`config.mk`:
```
export PLATFORM = sky130hd
export DESIGN_NAME = mastermind_game_ctrl
export DESIGN_NICKNAME = d
export VERILOG_FILES = /design/src/rtl/mastermind_game_ctrl.sv
export SDC_FILE = /design/constraint.sdc
export NUM_CORES = 1
export LEC_CHECK = 0
export ABC_CLOCK_PERIOD_IN_PS = 2700
export CAP_MARGIN = 20
export CORE_AREA = 2 2 67 69
export DETAILED_ROUTE_END_ITERATION = 7
export DIE_AREA = 0 0 69 71
export MAX_ROUTING_LAYER = met4
export PLACE_DENSITY = 0.82
export SLEW_MARGIN = 0
export SYNTH_ARGS = -nofsm -noshare
export SYNTH_HDL_FRONTEND = slang
export SYNTH_SLANG_ARGS = --single-unit
```
`constraint.sdc`:
```
create_clock -name clk -period 2.7 [get_ports clk]
set_input_delay 0.54 -clock clk [delete_from_list [all_inputs] [get_ports clk]]
set_output_delay 0.54 -clock clk [all_outputs]
set_load 0.005 [all_outputs]
```
`src/rtl/mastermind_game_ctrl.sv`:
```
// Mastermind game sequencer: captures code and guesses peg-by-peg, hands each
// full guess to the scorer via start/done, latches feedback, tracks turns and
// decides win/loss.
// Optional scorer watchdog: define MASTERMIND_SCORE_TIMEOUT_EN.
//
// state        | meaning
// CODE_ENTRY   | capturing secret code pegs
// GUESS_ENTRY  | capturing guess pegs
// SCORE_REQ    | one-cycle start request to scorer
// SCORE_WAIT   | waiting for scorer done (or watchdog expiry)
// WON          | guess fully matched, hold until new_game
// LOST         | turns exhausted, hold until new_game
module mastermind_game_ctrl #(
    parameter int MAX_GUESSES    = 8,
    parameter int PEGS           = 4,
    parameter int COLOR_W        = 3,
    parameter int TIMEOUT_CYCLES = 16
) (
    input  logic                      clk,
    input  logic                      resetn,
    input  logic                      load,
    input  logic                      new_game,
    input  logic [COLOR_W-1:0]        peg_in,
    input  logic                      score_done,
    input  logic [2:0]                score_red,
    input  logic [2:0]                score_white,
    output logic                      score_start,
    output logic [PEGS*COLOR_W-1:0]   code,
    output logic [PEGS*COLOR_W-1:0]   guess,
    output logic [2:0]                red_out,
    output logic [2:0]                white_out,
    output logic [3:0]                turn,
    output logic [1:0]                peg_idx,
    output logic [2:0]                state,
    output logic                      game_won,
    output logic                      game_lost,
    output logic                      score_err
);

    typedef enum logic [2:0] {
        CODE_ENTRY  = 3'd0,
        GUESS_ENTRY = 3'd1,
        SCORE_REQ   = 3'd2,
        SCORE_WAIT  = 3'd3,
        WON         = 3'd4,
        LOST        = 3'd5
    } state_t;

    localparam logic [3:0] MAX_T  = 4'(MAX_GUESSES);
    localparam logic [2:0] PEGS_R = 3'(PEGS);

    state_t                    state_q, state_d;
    logic [PEGS*COLOR_W-1:0]   code_q, code_d, guess_q, guess_d;
    logic [2:0]                red_q, red_d, white_q, white_d;
    logic [3:0]                turn_q, turn_d;
    logic [1:0]                peg_idx_q, peg_idx_d;
    logic                      load_q;
    logic                      start_q, start_d;
    logic                      capture;
    logic                      wd_expired;

    assign capture = load & ~load_q;

    // State and datapath registers; load_q resets high so a held button is not a capture
    always_ff @(posedge clk or negedge resetn) begin
        if (!resetn) begin
            state_q   <= CODE_ENTRY;
            code_q    <= '0;
            guess_q   <= '0;
            red_q     <= '0;
            white_q   <= '0;
            turn_q    <= '0;
            peg_idx_q <= '0;
            load_q    <= 1'b1;
            start_q   <= 1'b0;
        end else begin
            state_q   <= state_d;
            code_q    <= code_d;
            guess_q   <= guess_d;
            red_q     <= red_d;
            white_q   <= white_d;
            turn_q    <= turn_d;
            peg_idx_q <= peg_idx_d;
            load_q    <= load;
            start_q   <= start_d;
        end
    end

    // Next-state and register updates; new_game overrides captures and score_done
    always_comb begin
        state_d   = state_q;
        code_d    = code_q;
        guess_d   = guess_q;
        red_d     = red_q;
        white_d   = white_q;
        turn_d    = turn_q;
        peg_idx_d = peg_idx_q;
        if (new_game) begin
            state_d   = CODE_ENTRY;
            code_d    = '0;
            guess_d   = '0;
            red_d     = '0;
            white_d   = '0;
            turn_d    = '0;
            peg_idx_d = '0;
        end else begin
            case (state_q)
                CODE_ENTRY: begin
                    if (capture) begin
                        code_d[peg_idx_q*COLOR_W +: COLOR_W] = peg_in;
                        peg_idx_d = peg_idx_q + 2'd1;
                        if (peg_idx_q == 2'd3) state_d = GUESS_ENTRY;
                    end
                end
                GUESS_ENTRY: begin
                    if (capture) begin
                        guess_d[peg_idx_q*COLOR_W +: COLOR_W] = peg_in;
                        peg_idx_d = peg_idx_q + 2'd1;
                        if (peg_idx_q == 2'd3) state_d = SCORE_REQ;
                    end
                end
                SCORE_REQ: state_d = SCORE_WAIT;
                SCORE_WAIT: begin
                    if (score_done) begin
                        red_d   = score_red;
                        white_d = score_white;
                        turn_d  = turn_q + 4'd1;
                        if (score_red == PEGS_R)
                            state_d = WON;
                        else if (turn_q + 4'd1 == MAX_T)
                            state_d = LOST;
                        else
                            state_d = GUESS_ENTRY;
                    end else if (wd_expired) begin
                        state_d = GUESS_ENTRY;
                    end
                end
                WON, LOST: ;
                default: state_d = CODE_ENTRY;
            endcase
        end
        start_d = (state_d == SCORE_REQ);
    end

`ifdef MASTERMIND_SCORE_TIMEOUT_EN
    localparam int CNT_W = $clog2(TIMEOUT_CYCLES + 1);

    logic [CNT_W-1:0] wd_q, wd_d;
    logic             err_q, err_d;

    assign wd_expired = (wd_q == '0);

    // Watchdog down-counter armed in SCORE_REQ, terminal count reached after TIMEOUT_CYCLES waits
    always_comb begin
        wd_d  = wd_q;
        err_d = err_q;
        if (state_q == SCORE_REQ)
            wd_d = CNT_W'(TIMEOUT_CYCLES - 1);
        else if (state_q == SCORE_WAIT && wd_q != '0)
            wd_d = wd_q - CNT_W'(1);
        if (new_game)
            err_d = 1'b0;
        else if (state_q == SCORE_WAIT && !score_done && wd_expired)
            err_d = 1'b1;
    end

    // Watchdog registers
    always_ff @(posedge clk or negedge resetn) begin
        if (!resetn) begin
            wd_q  <= '0;
            err_q <= 1'b0;
        end else begin
            wd_q  <= wd_d;
            err_q <= err_d;
        end
    end

    assign score_err = err_q;
`else
    assign wd_expired = 1'b0;
    assign score_err  = 1'b0;
`endif

    assign score_start = start_q;
    assign code        = code_q;
    assign guess       = guess_q;
    assign red_out     = red_q;
    assign white_out   = white_q;
    assign turn        = turn_q;
    assign peg_idx     = peg_idx_q;
    assign state       = state_q;
    assign game_won    = (state_q == WON);
    assign game_lost   = (state_q == LOST);

endmodule

```
==> key figures, run 1 <==
Clock network
  • Number of CTS-inserted buffers: 5
  • CTS clock-pin slew for the worst setup and hold paths: 70 ps
  • Worst skew pair latency: 290 ps
  • CTS root buffer: clkbuf_8
  • CTS tree: done
  • Post-CTS setup buffers: 0
  • H-tree depth: 2
  • Hold_buf cts: 0
  • CTS Buffer Depth: 2
  • Clk sinks: 41
  • CTS resizes: 0

Yosys
  • Synth top cells by count: dfrtp_1 (40), nand2_1 (24), mux2i_1 (16), nand2b_1 (15), a21oi_1 (11)
  • Mapped Nets: 199
  • Count leader, synth: dfrtp_1
  • Cell area after synthesis: 2050 um2
  • Cells after Synth: 180
  • EDFF count, synth: 0
  • Seq/Total Area, Yosys: 0.500
  • Asr flop ratio synth: 1.00
  • Post-Syn Area per Cell: 11.4 um2
  • Yosys cell types: 43
  • Post-synthesis register bit count: 41
  • Yosys top cell by area: dfrtp_1
  • Top post-synthesis cells by area: dfrtp_1 (49%), mux2i_1 (7.8%), nand2b_1 (4.6%)
  • Yosys Warn Count: 0
  • Primary FF master, synth: dfrtp_1
  • Post-synth top area share: 0.487

Critical path
  • CP max FO: 14
  • Worst path max stage delay: 650 ps
  • CP max stage cell: dfrtp_1
  • Crit-path leading delay family: flip-flops
  • Critical path, cell by cell: and3_1 > clkdlybuf4s50_1
  • Data required, critical path: 2160 ps
  • Crit Path Category: flop to output pin
  • Buf/Inv on CP: 1
  • Critical path data arrival time: 1690 ps
  • Crit path capture type: output pin
  • CP startpoint kind: flop

Global routing
  • Antenna violations before repair: 0
  • First-pass GRT wire length: 7.09 mm
  • Number of global-route vias before repair: 1508
  • Grt ovf: 0
  • Largest net degree at the start of global routing: 42
  • GRT Util Overall: 0.185

Placed design
  • I/O Buffers: 55
  • Place WS: 528 ps
  • Hpwl dp: 3.06 mm
  • Routability cong.: 0.748

STA
  • Tcrit/Tclk final: 0.824
  • Slew margin rel.: 0.416
  • Number of setup violations in the final report: 0
  • Fin worst setup slack: 475 ps
  • RSZ-0062 raised after global routing: false
  • Final hold vios: 0
  • Worst Max-Slew Pin Slew: 876 ps
  • Fin Clk Skew: 5.87 ps
  • Setup TNS: 0 ps
  • Peak Freq: 449 MHz
  • Slew Viols, Final: 0
  • Min Tclk post-route: 2230 ps

Power and ir drop
  • Pwr dens: 408 nW/um2
  • Pwr Total: 1.11 mW
  • Leakage: 1.17 nW
  • VDD IR-drop max: 0.000305 V

Detailed routing
  • Post-DRT Antenna Nets: 0
  • Final wirelength: 4.21 mm
  • DR iter-0 viols: 74
  • DR vias: 1558
  • DRC viols: 0
  • Via/cell ratio: 5.39
  • Drt first pass iters: 4
  • WL per Instance: 14.6 um

Floorplan
  • Die area: 4900 um2
  • Row cnt: 24
  • Core footprint: 4200 um2
  • Top Ports: 57
  • Die Height: 71 um
  • Starting Density: 0.489
  • Die W: 69 um

Final layout
  • # nets final: 255
  • Proportion of layout cells with a drive suffix above 1: 0.105
  • Area grow syn2layout: 32.4%
  • Fill cells: 350
  • N_diodes: 0
  • Final cell utilization of the core: 0.647
  • Multi-input gate area: 953 um2
  • Register area: 1030 um2

Run status
  • Outcome: finished clean

Worst hold path
  • Hold Crit Class: input port to asynchronous set/reset pin

Flow run
  • Maxcap violations: 0
[path summary, 6_finish.rpt]
kind | startpoint | to | slack (ps) | cells past startpoint
setup / recovery | state[0] | game_lost | 470 | 2
hold / removal | resetn | guess[8] | 360 | 1
setup reg to reg | peg_idx[0] | code[9] | 670 | 5
hold reg to reg | code[8] | code[8] | 500 | 1
max in group asynchronous | resetn | red_out[1] | 1790 | 1
min in group clk | code[8] | code[8] | 500 | 1
[layer usage]
layer | up-vias | track usage | part of all wire | routed length, um
met5 | - | - | 0 | 0
met4 | 0 | 0.0654 | 0.014 | 59
met3 | 4 | 0.0470 | 0.061 | 257
met2 | 52 | 0.292 | 0.47 | 1960
met1 | 754 | 0.235 | 0.46 | 1930
li1 | 748 | - | - | -
[sequential cells by signal (all words and copies together), names as in the netlist]
name         flops
white_out        3
state            3
turn             4
guess           12
red_out          3
peg_idx          2
score_start      1
code            12
load_q           1
[logic make-up (layout without fill, tap and decap cells)]
group / after synthesis / in the layout / share of synthesized area
AOI/OAI and AO/OA: 32 / 32 / 0.124
xor gates and xnor gates: 2 / 2 / 0.00853
adders and majority gates: 5 / 5 / 0.0305
buffers and inverters: 15 / 72 / 0.0359
DFF: 41 / 41 / 0.500
muxes: 16 / 16 / 0.0780
other: 1 / 1 / 0.00183
and+or+nand+nor: 68 / 68 / 0.221
[where the power goes]
| group | switching (mW) | total, mW | internal, mW |
|---|---|---|---|
| logic | 0.0559 | 0.104 | 0.0482 |
| registers | 0.00705 | 0.626 | 0.619 |
| clock network | 0.196 | 0.380 | 0.184 |
[worst register-to-register path: stages (launching register included)]
cell and delay (ps):
dfrtp_1 540, inv_1 110, ha_1 390, nor4bb_1 510, and3_2 300, a22o_1 130
[metrics by stage]
stage	cell area [um2]	hold WS (ps)	instances
5_1_grt	2720	429	289
6_report	2720	362	289
3_3_place_gp	2640	492	281
3_5_place_dp	2640	491	281
2_1_floorplan	2050	244	180
4_1_cts	2720	385	289
[layout make-up]
type,instances,area share
inverters,5,0.00690
multi-input cells,124,0.351
clock buffers,8,0.0294
repair buffers,59,0.212
flip-flops and latches,41,0.378
well taps,52,0.0239
[placed cells by master (no fill, tap or decap), types with 3 or more instances in the layout]
cell type,instances
clkbuf_8,5
clkdlybuf4s50_1,54
ha_1,5
inv_1,5
nand3_4,3
nor2_1,4
mux2i_1,16
nand2b_1,15
nand2_1,24
a22o_1,9
buf_4,4
dfrtp_1,40
clkbuf_1,3
a21oi_1,11
Note: power is estimated with default switching activity, not from simulation.
==> run 2, diff against run 1 <==
--- a/config.mk
+++ b/config.mk
@@ -5,13 +5,13 @@
 export SDC_FILE = /design/constraint.sdc
 export NUM_CORES = 1
 export LEC_CHECK = 0
-export ABC_CLOCK_PERIOD_IN_PS = 2700
+export ABC_CLOCK_PERIOD_IN_PS = 2000
 export CAP_MARGIN = 20
-export CORE_AREA = 2 2 67 69
+export CORE_AREA = 2 2 73 75
 export DETAILED_ROUTE_END_ITERATION = 7
-export DIE_AREA = 0 0 69 71
+export DIE_AREA = 0 0 75 77
 export MAX_ROUTING_LAYER = met4
-export PLACE_DENSITY = 0.82
+export PLACE_DENSITY = 0.73
 export SLEW_MARGIN = 0
 export SYNTH_ARGS = -nofsm -noshare
 export SYNTH_HDL_FRONTEND = slang
==> constraint.sdc (replaced) <==
create_clock -name clk -period 2 [get_ports clk]
set_input_delay 0.4 -clock clk [delete_from_list [all_inputs] [get_ports clk]]
set_output_delay 0.4 -clock clk [all_outputs]
set_load 0.005 [all_outputs]
==> key figures, run 2 (synthesized netlist as in run 1, its figures left out) <==
Clock network
  • Post-CTS setup buffers: 0 (unchanged)
  • CTS clock-pin slew for the worst setup and hold paths: 80 ps (about the same)
  • Worst skew pair latency: 290 ps (about the same)
  • Number of CTS-inserted buffers: 5 (unchanged)
  • CTS Buffer Depth: 2 (unchanged)
  • H-tree depth: 2 (unchanged)
  • CTS root buffer: clkbuf_8
  • CTS tree: done
  • Clk sinks: 41 (unchanged)

Floorplan
  • Core footprint: 4980 um2 (+18%)
  • Top Ports: 57 (unchanged)
  • Row cnt: 26 (+8.3%)
  • Die Height: 77 um (+8.5%)
  • Starting Density: 0.413 (-0.0759)
  • Die W: 75 um (+8.7%)
  • Die area: 5780 um2 (+18%)

Detailed routing
  • DR vias: 1589 (+2.0%)
  • Via/cell ratio: 5.03 (-6.7%)
  • WL per Instance: 14.2 um (-2.5%)
  • Post-DRT Antenna Nets: 0 (unchanged)
  • DR iter-0 viols: 61 (-18%)
  • Final wirelength: 4.48 mm (+6.6%)
  • Drt first pass iters: 4 (unchanged)
  • DRC viols: 0 (unchanged)

Critical path
  • CP max FO: 8 (-6)
  • CP startpoint kind: flop
  • Crit Path Category: flop to output pin
  • Critical path data arrival time: 1500 ps (-190 ps)
  • Data required, critical path: 1600 ps (-560 ps)
  • Crit path capture type: output pin

Final layout
  • Most common cell after layout, fill and taps aside: clkdlybuf4s50_1
  • Most frequent cells in the layout: clkdlybuf4s50_1 (54), dfrtp_1 (38), nand2_1 (24), mux2i_1 (16), nand2b_1 (15)
  • Proportion of layout cells with a drive suffix above 1: 0.150 (+0.0449)
  • # nets final: 264 (+3.5%)
  • Final cell count without fillers: 316 (+9.3%)
  • Area grow syn2layout: 37.6%
  • N_diodes: 0 (unchanged)
  • Final cell utilization of the core: 0.568 (-0.0792)

STA
  • RSZ-0062 raised after global routing: false
  • Setup TNS: 0 ps (unchanged)
  • Final hold vios: 0 (unchanged)
  • Peak Freq: 527 MHz
  • Slew Viols, Final: 0 (unchanged)
  • Fin Clk Skew: 7.61 ps (+1.74 ps)
  • Tcrit/Tclk final: 0.949
  • Number of setup violations in the final report: 0 (unchanged)
  • Min Hold Slack: 62.0 ps (-300 ps)
  • Min Tclk post-route: 1900 ps

Power and ir drop
  • Pwr Total: 1.52 mW (+37%)
  • Leakage: 1.22 nW (+4.1%)
  • Pwr dens: 537 nW/um2 (+32%)
  • VDD IR-drop max: 0.000283 V (-7.4%)

Run status
  • Outcome: finished clean

Global routing
  • Largest net degree at the start of global routing: 23 (-45%)
  • Number of global-route vias before repair: 1550 (+2.8%)
  • GRT Util Overall: 0.176 (-0.00928)
  • Antenna violations before repair: 0 (unchanged)
  • Grt ovf: 0 (unchanged)
  • First-pass GRT wire length: 7.51 mm (+5.9%)

Placed design
  • Dpl cells: 308 (+9.6%)
  • Hpwl dp: 3.30 mm (+7.8%)
  • Routability cong.: 0.769 (+2.7%)
  • I/O Buffers: 55 (unchanged)

Flow run
  • Maxcap violations: 0 (unchanged)

Worst hold path
  • Hold Crit Class: input port to asynchronous set/reset pin
[run 2: cell count changes in the layout (fill, tap and decap cells not counted), sizes merged]
cell and delta:
clkbuf -1, clkinv +1, buf +9
[run 2: layout make-up]
class,count,area (um2)
clock buffers,7,76.3
clock inverters,1,5.00
well taps,70,87.6
multi-input cells,124,953
inverters,5,18.8
fillers,445,2150
repair buffers,68,656
flip-flops and latches,41,1030
[run 2: through the flow]
step / cell area (um2) / setup WS (ps)
detailed placement: 2740 / 78.3
global placement: 2740 / 139
finish: 2830 / 102
floorplan: 2050 / 253
global route: 2830 / 18.5
CTS: 2820 / 47.3
[run 2: what timing repair did]
action / CTS / global route
setup endpoints to repair: 0 / 2
gates resized for setup: 0 / 2
hold buffers: 0 / 0
[run 2: per-layer routing]
metal | GRT usage | part of all wire | vias to the layer above
met5 | - | 0 | -
met4 | 0.0768 | 0.016 | 0
met3 | 0.0486 | 0.061 | 5
met2 | 0.259 | 0.47 | 50
met1 | 0.226 | 0.46 | 768
li1 | - | - | 766
[run 2: worst max-delay path, stage by stage, from the launching register on]
cell,delay (ps)
dfrtp_2,470
inv_1,110
and3_1,140
clkdlybuf4s50_1,490
[run 2: path summary, 6_finish.rpt]
path / from / endpoint / slack, ps / depth (start not counted)
min in group clk: code[7] / code[7] / 510 / 1
hold / removal: resetn / red_out[1] / 60 / 1
max in group asynchronous: resetn / load_q / 1330 / 2
hold reg to reg: code[7] / code[7] / 510 / 1
setup reg to reg: peg_idx[1] / guess[8] / 270 / 5
setup / recovery: state[1] / game_won / 100 / 3
[run 2: power by group]
part / total [mW] / internal, mW / switching [mW]
sequential: 0.842 / 0.836 / 0.00609
combinational: 0.159 / 0.0767 / 0.0824
clock: 0.517 / 0.245 / 0.272
==> run 3, diff against run 2 <==
--- a/config.mk
+++ b/config.mk
@@ -7,11 +7,10 @@
 export LEC_CHECK = 0
 export ABC_CLOCK_PERIOD_IN_PS = 2000
 export CAP_MARGIN = 20
-export CORE_AREA = 2 2 73 75
+export CORE_AREA = 2 2 94 96
 export DETAILED_ROUTE_END_ITERATION = 7
-export DIE_AREA = 0 0 75 77
+export DIE_AREA = 0 0 96 98
 export MAX_ROUTING_LAYER = met4
-export PLACE_DENSITY = 0.73
 export SLEW_MARGIN = 0
 export SYNTH_ARGS = -nofsm -noshare
 export SYNTH_HDL_FRONTEND = slang
==> key figures, run 3 (synthesized netlist as in run 1, its figures left out) <==
Worst hold path
  • Hold Crit Class: input port to asynchronous set/reset pin

Global routing
  • Number of global-route vias before repair: 1601 (+3.3%)
  • GRT Util Overall: 0.112 (-0.0640)
  • Largest net degree at the start of global routing: 23 (unchanged)
  • First-pass GRT wire length: 8.01 mm (+6.6%)
  • Grt ovf: 0 (unchanged)
  • Antenna violations before repair: 0 (unchanged)

STA
  • Min Tclk post-route: 1870 ps (-25.6 ps)
  • Peak Freq: 534 MHz (+1.4%)
  • Fin Clk Skew: 10.5 ps (+2.86 ps)
  • Worst Max-Slew Pin Slew: 500 ps
  • Number of setup violations in the final report: 0 (unchanged)
  • Fin worst setup slack: 127 ps (+25.6 ps)
  • Slew Viols, Final: 0 (unchanged)
  • Setup TNS: 0 ps (unchanged)
  • RSZ-0062 raised after global routing: false
  • Final hold vios: 0 (unchanged)
  • Tcrit/Tclk final: 0.936 (-0.0128)
  • Slew margin rel.: 0.667

Clock network
  • H-tree depth: 2 (unchanged)
  • Worst skew pair latency: 300 ps (about the same)
  • Hold_buf cts: 0 (unchanged)
  • CTS tree: done
  • CTS clock-pin slew for the worst setup and hold paths: 80 ps (about the same)
  • Number of CTS-inserted buffers: 5 (unchanged)
  • Clk sinks: 41 (unchanged)
  • CTS root buffer: clkbuf_8
  • CTS Buffer Depth: 2 (unchanged)

Critical path
  • CP startpoint kind: flop
  • Worst path max stage delay: 490 ps (about the same)
  • Worst r2r src: peg_idx[1]
  • Buf/Inv on CP: 2 (unchanged)
  • CP max FO: 6 (-2)
  • Critical path, cell by cell: inv_1 > and3_1 > clkdlybuf4s50_1
  • Data required, critical path: 1600 ps (about the same)
  • Critical path depth in cells: 3 (unchanged)
  • Crit-path leading delay family: buffers and inverters
  • CP max stage cell: clkdlybuf4s50_1
  • Flop2flop setup slack: 280 ps (about the same)
  • Crit Reg-Reg Endpoint: guess[7]
  • Worst r2r path cells: 5 (unchanged)
  • Critical path data arrival time: 1470 ps (-30 ps)
  • Crit Path Category: flop to output pin
  • Crit path capture type: output pin

Run status
  • Outcome: finished clean

Power and ir drop
  • NetSw: 0.383 mW (+6.2%)
  • Pwr Total: 1.70 mW (+12%)
  • VDD IR-drop max: 0.000244 V (-14%)
  • Clock network fraction of total power: 0.412 (+0.071)
  • Leakage: 1.25 nW (+2.6%)
  • Pwr dens: 579 nW/um2 (+7.8%)
  • Internal power: 1.32 mW (+14%)
  • Switching share of power: 0.225 (-0.0127)
  • Power share of the sequential group: 0.493 (-0.061)
  • Comb pwr share: 0.095 (-0.010)

Final layout
  • # nets final: 266 (+0.76%)
  • Proportion of layout cells with a drive suffix above 1: 0.165 (+0.0149)
  • N_diodes: 0 (unchanged)
  • Most common cell after layout, fill and taps aside: clkdlybuf4s50_1
  • Fill cells: 858 (+93%)
  • Design Area, Final: 2940 um2 (+4.0%)
  • Final cell count without fillers: 356 (+13%)
  • Multi-input gate area: 953 um2 (unchanged)
  • Register area: 1030 um2 (unchanged)
  • Area grow syn2layout: 43.1%
  • Most frequent cells in the layout: clkdlybuf4s50_1 (54), dfrtp_1 (38), nand2_1 (24), mux2i_1 (16), nand2b_1 (15)

Floorplan
  • Die W: 96 um (+28%)
  • Core footprint: 8470 um2 (+70%)
  • Row cnt: 34 (+31%)
  • Die area: 9410 um2 (+63%)
  • Top Ports: 57 (unchanged)
  • Starting Density: 0.243 (-0.170)
  • Die Height: 98 um (+27%)

Flow run
  • Maxcap violations: 0 (unchanged)

Detailed routing
  • DR iter-0 viols: 74 (+21%)
  • DRC viols: 0 (unchanged)
  • DR vias: 1577 (-0.76%)
  • Final wirelength: 4.83 mm (+7.7%)
  • Drt first pass iters: 4 (unchanged)
  • Post-DRT Antenna Nets: 0 (unchanged)
  • Via/cell ratio: 4.43 (-12%)
  • WL per Instance: 13.6 um (-4.4%)

Placed design
  • Routability cong.: 0.779 (+1.4%)
  • Hpwl dp: 3.69 mm (+12%)
  • Dpl cells: 346 (+12%)
  • Placed cell area: 2800 um2 (+2.2%)
  • I/O Buffers: 55 (unchanged)
  • Place WS: 66.3 ps (-12.0 ps)
## run 3: layout make-up
| class | instances | area share |
|---|---|---|
| tap | 108 | 0.0460 |
| clock inverter | 2 | 0.0128 |
| multi-input combinational | 124 | 0.324 |
| clock buffer | 6 | 0.0281 |
| sequential | 41 | 0.350 |
| timing repair buffer | 70 | 0.232 |
| inverter | 5 | 0.00638 |
## run 3: routing by layer
| metal | track usage | wire, um | part of all wire |
|---|---|---|---|
| met2 | 0.168 | 2220 | 0.46 |
| met3 | 0.0301 | 291 | 0.060 |
| met5 | - | 0 | 0 |
| met4 | 0.0363 | 51 | 0.011 |
| met1 | 0.147 | 2270 | 0.47 |
## run 3: repair_timing
item / CTS / global route
setup endpoints to repair: 0 / 2
resized for setup: 0 / 2
setup buffers: 0 / 2
## run 3: power groups by stage
stage	clock [mW]	combinational, mW	sequential, mW
final	0.702	0.161	0.840
after floorplan	0	0.0713	0.859
after global routing	0.777	0.177	0.841
after global placement	0	0.163	0.856
after detailed placement	0	0.164	0.857
after CTS	0.728	0.164	0.840
## run 3: how the worst max path moves through the flow
stage | startpoint | end | slack (ps)
final | state[1] | game_won | 130
after global routing | state[1] | game_won | 50
after CTS | state[1] | game_won | 8
after detailed placement | load | guess[10] | 70
after global placement | new_game | code[8] | 110
after floorplan | peg_idx[0] | code[10] | 250
## run 3: stage by stage
step                hold WS (ps)   util
floorplan                    104      -
global placement             397  0.331
detailed placement           402  0.331
CTS                         68.8  0.345
global route                86.7  0.347
finish                      61.2  0.347
